===== src/rtl/vga_sync_gen.sv =====
// vga_sync_gen: vertical counter, registered sync/video decode with renderer-matching delay,
// and a line-length monitor that gates video_on until the horizontal timebase is verified.
module vga_sync_gen #(
    parameter int H_ACTIVE   = 640,
    parameter int H_FP       = 16,
    parameter int H_SYNC     = 96,
    parameter int H_TOTAL    = 800,
    parameter int V_ACTIVE   = 480,
    parameter int V_FP       = 10,
    parameter int V_SYNC     = 2,
    parameter int V_TOTAL    = 525,
    parameter int PIPE_DELAY = 2
) (
    input  logic       clk,
    input  logic       rst,
    input  logic [9:0] h_count,
    input  logic       trig_v,
    output logic [9:0] pix_x,
    output logic [9:0] pix_y,
    output logic [9:0] v_count,
    output logic       hsync,
    output logic       vsync,
    output logic       video_on,
    output logic       frame_start,
    output logic       locked,
    output logic       lock_err
);
    localparam logic [9:0] HS_BEG = 10'(H_ACTIVE + H_FP);
    localparam logic [9:0] HS_END = 10'(H_ACTIVE + H_FP + H_SYNC);
    localparam logic [9:0] VS_BEG = 10'(V_ACTIVE + V_FP);
    localparam logic [9:0] VS_END = 10'(V_ACTIVE + V_FP + V_SYNC);
    localparam logic [9:0] H_ACT  = 10'(H_ACTIVE);
    localparam logic [9:0] V_ACT  = 10'(V_ACTIVE);
    localparam logic [9:0] H_LAST = 10'(H_TOTAL - 1);
    localparam logic [9:0] V_LAST = 10'(V_TOTAL - 1);
    localparam logic [3:0] IDLE   = 4'b1100;

    typedef enum logic [1:0] {SEARCH, MEASURE, LOCKED} state_t;

    state_t     r_state;
    logic [9:0] r_pix_x, r_v_count, r_len;
    logic       r_locked, r_lock_err;
    logic [3:0] r_stage_b;
    logic [3:0] w_out;
    logic       w_good, w_over;

    assign w_good = trig_v && r_len == H_LAST;
    assign w_over = r_len > H_LAST;

    always_ff @(posedge clk or posedge rst) begin
        if (rst) begin
            r_pix_x   <= '0;
            r_v_count <= '0;
            r_len     <= '0;
        end else begin
            r_pix_x <= h_count;
            if (trig_v)
                r_v_count <= (r_v_count == V_LAST) ? '0 : r_v_count + 10'd1;
            r_len <= trig_v ? '0 : r_len + {9'd0, ~&r_len};
        end
    end

    // A pulse arriving together with an overrun is judged as a line, not as a lost timebase.
    always_ff @(posedge clk or posedge rst) begin
        if (rst) begin
            r_state    <= SEARCH;
            r_locked   <= 1'b0;
            r_lock_err <= 1'b0;
        end else begin
            case (r_state)
                SEARCH: if (trig_v) r_state <= MEASURE;
                MEASURE: begin
                    if (w_good) begin
                        r_state  <= LOCKED;
                        r_locked <= 1'b1;
                    end else if (!trig_v && w_over) begin
                        r_state <= SEARCH;
                    end
                end
                LOCKED: begin
                    if ((trig_v && !w_good) || (!trig_v && w_over)) begin
                        r_state    <= trig_v ? MEASURE : SEARCH;
                        r_locked   <= 1'b0;
                        r_lock_err <= 1'b1;
                    end
                end
                default: begin
                    r_state  <= SEARCH;
                    r_locked <= 1'b0;
                end
            endcase
        end
    end

    always_ff @(posedge clk or posedge rst) begin
        if (rst)
            r_stage_b <= IDLE;
        else
            r_stage_b <= {!(r_pix_x >= HS_BEG && r_pix_x < HS_END),
                          !(r_v_count >= VS_BEG && r_v_count < VS_END),
                          r_pix_x < H_ACT && r_v_count < V_ACT && r_locked,
                          r_pix_x == '0 && r_v_count == '0};
    end

    generate
        if (PIPE_DELAY == 0) begin : g_nodly
            assign w_out = r_stage_b;
        end else begin : g_dly
            logic [3:0] r_dly [PIPE_DELAY];
            always_ff @(posedge clk or posedge rst) begin
                if (rst) begin
                    for (int i = 0; i < PIPE_DELAY; i++) r_dly[i] <= IDLE;
                end else begin
                    r_dly[0] <= r_stage_b;
                    for (int i = 1; i < PIPE_DELAY; i++) r_dly[i] <= r_dly[i-1];
                end
            end
            assign w_out = r_dly[PIPE_DELAY-1];
        end
    endgenerate

    assign pix_x       = r_pix_x;
    assign pix_y       = r_v_count;
    assign v_count     = r_v_count;
    assign hsync       = w_out[3];
    assign vsync       = w_out[2];
    assign video_on    = w_out[1];
    assign frame_start = w_out[0];
    assign locked      = r_locked;
    assign lock_err    = r_lock_err;
endmodule


===== config.mk =====
export PLATFORM = sky130hd
export DESIGN_NAME = vga_sync_gen
export DESIGN_NICKNAME = d
export VERILOG_FILES = /design/src/rtl/vga_sync_gen.sv
export SDC_FILE = /design/constraint.sdc
export NUM_CORES = 1
export LEC_CHECK = 0
export ABC_AREA = 1
export CAP_MARGIN = 20
export CORE_MARGIN = 2
export CORE_UTILIZATION = 46
export CTS_BUF_LIST = sky130_fd_sc_hd__clkbuf_2
export DETAILED_ROUTE_END_ITERATION = 12
export MAX_ROUTING_LAYER = met4
export PLACE_DENSITY = 0.78
export SETUP_SLACK_MARGIN = 0.5
export SYNTH_ARGS = -nofsm -noshare
export SYNTH_HDL_FRONTEND = slang
export SYNTH_SLANG_ARGS = --single-unit

===== constraint.sdc =====
create_clock -name clk -period 1.6 [get_ports clk]
set_input_delay 0.32 -clock clk [delete_from_list [all_inputs] [get_ports clk]]
set_output_delay 0.32 -clock clk [all_outputs]
set_load 0.05 [all_outputs]

==> impl_metrics.yaml, run 1 <==
sta:
  final_min_period_over_clock_period_pct: 112.6
  worst_slack_ns: -0.2022
  worst_margin_slew_ns: 0.3259
  hold_violations: 0
  finalWorstPathRequiredPeriod_ns: 1.802
  achievable-frequency_ghz: 0.5549
  finalMaxSlewViolations: 0
  timing.final.setup_violations: 7
  grt_setup_unrepaired: "true"
  timing.slew.headroom_pct: 78.11
  finalClockSkew_ns: 0.02840
worst_setup_path:
  worst-endpoint-required_ns: 1.94
  worstSetupEndpointType: "register"
  crit_type: "register to register"
  worst_setup_path_start_kind: "register"
  timing.critical_path.arrival_ns: 2.14
  critPathLaunch: "r_len[9]"
  critPathMaxFanout: 3
  crit-reg2reg-launch: "r_len[9]"
clock_network:
  hold_buf_count_cts: 0
  cts_tree: "done"
  cts_made_buffers: 5
  cts.clk_slew.worst_paths_ns: 0.27
  cts_root_buf: "clkbuf_2"
  clkSinkCount: 46
  cts_htree_levels: 2
  clock_path_buffers: 2
  clk_latency_ns: 0.44
floorplanning:
  placement_rows: 24
  floorplan_die_height_um: 70.36
  i_o_pin_cnt: 49
  fp.dieW_um: 70.36
  effective_utilization_at_floorplan_pct: 47.17
  placeableCoreArea_um2: 4294
  design.die.area_um2: 4951
global_route:
  first_global_vias: 1998
  grt_util_all_layers_pct: 26.40
  grt_remaining_overflow: 0
  first_pass_grt_wire_length_um: 9791
  antenna_found_initial: 0
  grt_start_max_net_pins: 47
detailed_routing:
  vias_per_instance: 5.567
  route.detailed.drc: 0
  drt-total-wl_um: 7694
  drt_first_pass_iters: 5
  antenna_left: 0
  avgRoutedWirePerCell_um: 20.68
  detailedRoute.firstIterationViolations: 155
  vias: 2071
power:
  total_power_mw: 5.213
  leakagePower_nw: 1.818
  vdd_drop_max_uv: 1336
  power_per_cell_area_nw_per_um2: 1380
cells_and_area:
  diodes: 0
  finalNetCount: 337
  fin_cells: 372
  proportion_of_layout_cells_with_a_drive_suffix_above_1_pct: 65.31
  area_growth_pct: 86.47
  top_library_cells_by_usage_in_the_layout_fill_and_taps_aside: "buf_4, dfrtp_1, buf_12"
  final_area_um2: 3777
  mostFrequentLayoutCell: "buf_4"
synth:
  netlist.area_leader.share_pct: 49.41
  synthesis.instances: 207
  ys_seq_area_share_pct: 57.20
  syn-mean-instance-area_um2: 9.786
  synth_top_cells_by_area: "dfrtp_1, dfstp_2, nand2_1"
  synth-warning-count: 0
  synthDistinctLibCells: 29
  netlist.top_cell.by_area: "dfrtp_1"
  syn_nets: 225
  synth.ff_latch_count: 46
  netlist_area_um2: 2026
placed_design:
  placed_cells_incl_taps: 312
  gpl.final_weighted_congestion: 0.8996
  numPortBuffers: 48
  post_detail_place_hpwl_um: 3376
  dpl_cell_area_um2: 2958
status:
  failed_checks: "setup timing"
  status: "finished with violations"
run:
  maxCapViolCount: 0
hold_path:
  hold_class: "input port to async pin"
-- power by group --
part           total [mW]  switching, mW  internal, mW
registers            1.57          0.250          1.32
logic                2.97           1.62          1.35
clock network       0.678          0.416         0.262
total                5.21           2.28          2.93
-- state kept, by name, summed over array words and instances (netlist names) --
signal       cells
g_dly.r_dly      4
pix_x           10
lock_err         1
locked           1
r_stage_b        4
pix_y           10
w_out            4
r_len           10
r_state          2
-- per-layer routing --
layer	vias to the layer above	part of all wire, %	GRT usage [%]
met5	-	0	-
li1	871	-	-
met1	1018	33	31.09
met4	0	5.5	9.188
met2	137	55	45.60
met3	45	6.2	4.473
-- cells by family after synthesis --
logic type	synth area share, %
AO/OA/AOI/OAI	4.077
XOR/XNOR	3.027
adder cells (fa/ha/maj)	3.088
buffers and inverters	10.01
flip-flops	57.20
AND/OR/NAND/NOR	22.61
-- final cells by class --
| type | count | area, um2 |
|---|---|---|
| clock inverter | 3 | 45.04 |
| inverter | 31 | 140.1 |
| multi-input combinational | 119 | 997.2 |
| fill | 185 | 516.7 |
| timing repair buffer | 116 | 1325 |
| tap | 52 | 65.06 |
| sequential | 46 | 1180 |
| clock buffer | 5 | 25.02 |
-- worst max-delay path: stages, from the launching register on --
cell and delay, ns:
dfrtp_1 0.46, nand2_2 0.10, inv_2 0.06, nand2_2 0.07, nor2_4 0.04, nand2_2 0.08
ha_4 0.16, ha_4 0.15, nand2_4 0.06, nor2_4 0.14, nand2_1 0.08, xor2_1 0.22
nor2_1 0.09
-- path summary, 6_finish.rpt --
check                      depth (start not counted)              to  slack [ns]
setup / recovery                                  12        r_len[8]       -0.20
hold / removal                                     3        w_out[1]        0.24
setup reg to reg                                  12        r_len[8]       -0.20
hold reg to reg                                    0        w_out[3]        0.35
max in group asynchronous                          3  g_dly.r_dly[7]        1.06
min in group clk                                   1        pix_x[9]        0.26
-- metrics by stage --
stage / setup TNS (ns) / util (%) / hold WS (ns) / setup WS (ns)
global route: -1.098 / 87.97 / 0.2309 / -0.1998
detailed placement: -0.1241 / 68.88 / 0.3347 / -0.08092
CTS: 0 / 80.36 / 0.2510 / 0.02241
floorplan: 0 / - / 0.3312 / 0.06995
global placement: 0 / 68.88 / 0.3312 / 0.004233
finish: -0.4718 / 87.97 / 0.2361 / -0.2022
-- cells in the mapped netlist --
master	count
o22ai_1	1
nor2_1	19
nor4_1	2
nand3_1	12
nor3_1	4
inv_2	7
xnor2_1	1
buf_4	10
nor2_4	2
nor2_2	1
xor2_1	6
nand2_1	38
nand4_2	1
o211ai_1	1
nor3_4	1
o21ai_1	2
nor3_2	3
dfrtp_1	40
nand4_1	3
inv_1	24
ha_1	5
a31o_1	1
o21ai_0	5
nor4_2	1
a21oi_1	5
nand2_2	4
nand3b_1	1
dfstp_2	6
buf_6	1
-- timing repair --
item	in CTS	in global routing
pin swaps	12	25
setup buffers	33	19
resized for setup	43	53
setup endpoints to repair	62	64
No activity file was read; power rests on OpenSTA's default activity.
==> run 2, diff against run 1 <==
--- a/config.mk
+++ b/config.mk
@@ -13,7 +13,6 @@
 export DETAILED_ROUTE_END_ITERATION = 12
 export MAX_ROUTING_LAYER = met4
 export PLACE_DENSITY = 0.78
-export SETUP_SLACK_MARGIN = 0.5
 export SYNTH_ARGS = -nofsm -noshare
 export SYNTH_HDL_FRONTEND = slang
 export SYNTH_SLANG_ARGS = --single-unit
==> impl_metrics.yaml, run 2 (synthesized netlist as in run 1, its figures left out) <==
hold_path:
  hold_class: "input port to async pin"
sta:
  worst_margin_slew_ns: 0.3374
  grt_setup_unrepaired: "true"
  hold_violations: 0
  timing.final.setup_violations: 1
  finalClockSkew_ns: 0.02447
  finalWorstPathRequiredPeriod_ns: 1.617
  setup_tns_ns: -0.01714
  hold_ws_ns: 0.1822
  achievable-frequency_ghz: 0.6184
  final_min_period_over_clock_period_pct: 101.1
  timing.slew.headroom_pct: 77.38
  finalMaxSlewViolations: 0
  worst_slack_ns: -0.01714
worst_setup_path:
  worstSetupEndpointType: "register"
  crit_type: "register to register"
  r2r-end: "r_len[8]"
  worst-endpoint-required_ns: 1.97
  timing.critical_path.arrival_ns: 1.99
  timing.critical_path.cells: "nand2_2, inv_2, nand2_2, nor2_4, nand2_2, ha_4, ha_4, nand2_4, nor2_4, nand2_2, xor2_2, nor2_1"
  worst_setup_path_start_kind: "register"
  worst_path_largest_cell_delay_ns: 0.44
  crit-reg2reg-launch: "r_len[8]"
  critPathMaxFanout: 3
  worst-r2r-cell-count: 12
  crit_top_cell: "nand2_2"
  setup.reg_to_reg.worst_slack_ns: -0.02
  timing.critical_path.slowest_stage_cell: "dfrtp_1"
detailed_routing:
  detailedRoute.firstIterationViolations: 135
  vias_per_instance: 4.840
  drt_first_pass_iters: 4
  antenna_left: 0
  avgRoutedWirePerCell_um: 13.24
  drt-total-wl_um: 4463
  vias: 1631
  route.detailed.drc: 0
clock_network:
  clk_latency_ns: 0.44
  clock_path_buffers: 2
  cts_made_buffers: 5
  cts_tree: "done"
  clkSinkCount: 46
  cts_root_buf: "clkbuf_2"
  cts.clk_slew.worst_paths_ns: 0.25
  hold_buf_count_cts: 0
  cts_htree_levels: 2
placed_design:
  placed_cells_incl_taps: 321
  numPortBuffers: 48
  gpl.final_weighted_congestion: 0.8048
  post_detail_place_hpwl_um: 3216
floorplanning:
  placeableCoreArea_um2: 4294
  effective_utilization_at_floorplan_pct: 47.17
  floorplan_die_height_um: 70.36
  fp.dieW_um: 70.36
  design.die.area_um2: 4951
  placement_rows: 24
  i_o_pin_cnt: 49
cells_and_area:
  fin_cells: 337
  top_library_cells_by_usage_in_the_layout_fill_and_taps_aside: "buf_4, dfrtp_1, nand2_1"
  proportion_of_layout_cells_with_a_drive_suffix_above_1_pct: 41.05
  area_growth_pct: 53.61
  post-route-util_pct: 72.47
  diodes: 0
  finalNetCount: 302
  mostFrequentLayoutCell: "buf_4"
run:
  maxCapViolCount: 0
status:
  failed_checks: "setup timing"
  status: "finished with violations"
power:
  power_per_cell_area_nw_per_um2: 1398
  vdd_drop_max_uv: 1273
  leakagePower_nw: 1.535
global_route:
  grt_remaining_overflow: 0
  grt_start_max_net_pins: 47
  antenna_found_initial: 0
  grt_util_all_layers_pct: 19.85
  first_global_vias: 1684
  first_pass_grt_wire_length_um: 7486
-- run 2: how the worst max path moves through the flow --
stage                     slack, ns  cells past startpoint      from          to
after floorplan             0.00007                      7  pix_y[0]    pix_y[8]
after global placement        -0.08                      7    trig_v    pix_y[8]
after detailed placement      -0.14                      8    trig_v  r_state[0]
after CTS                    0.0005                     10  r_len[5]    r_len[8]
after global routing          -0.09                     12  r_len[8]    r_len[8]
final                         -0.02                     12  r_len[8]    r_len[8]
-- run 2: power by group --
group,internal (mW),total (mW),switching (mW),leakage [nW]
clock network,0.116,0.515,0.398,0.0296
logic,1.08,2.40,1.32,0.947
registers,1.30,1.43,0.134,0.559
total,2.50,4.35,1.85,1.54
-- run 2: cell type report --
| class | instances | area (um2) |
|---|---|---|
| Fill cell | 290 | 1182 |
| Sequential cell | 46 | 1162 |
| Clock buffer | 5 | 25.02 |
| Tap cell | 52 | 65.06 |
| Timing Repair Buffer | 81 | 979.7 |
| Multi-Input combinational cell | 119 | 738.2 |
| Clock inverter | 3 | 25.02 |
| Inverter | 31 | 116.4 |
-- run 2: stage by stage --
step / setup WS [ns] / cell area, um2 / total power [mW]
after floorplan: 0.00007294 / 2027 / 2.682
after detailed placement: -0.1365 / 2922 / 3.777
after CTS: 0.0005000 / 3053 / 4.355
after global placement: -0.07926 / 2922 / 3.748
after global routing: -0.09117 / 3112 / 4.546
final: -0.01714 / 3112 / 4.350
-- run 2: routing by layer --
metal | track usage, % | vias to the layer above | share of wire, % | wire, um
met2 | 33.33 | 30 | 53 | 2344
met5 | - | - | 0 | 0
li1 | - | 792 | - | -
met3 | 4.185 | 9 | 3.2 | 143
met4 | 8.120 | 0 | 2.0 | 91
met1 | 23.19 | 800 | 42 | 1884
-- run 2: critical path, delay by kind of cell, from the launching register on --
kind | cells | cell delay [ns]
and+or+nand+nor | 8 | 0.54
DFF | 1 | 0.44
adders and majority gates | 2 | 0.35
xor gates and xnor gates | 1 | 0.16
buffers and inverters | 1 | 0.06
-- run 2: timing repair --
item                                    4_1_cts  5_1_grt
endpoints found under the setup margin        5       16
pin swaps                                     6        2
gates resized for setup                      11       11
buffers inserted                              5        3
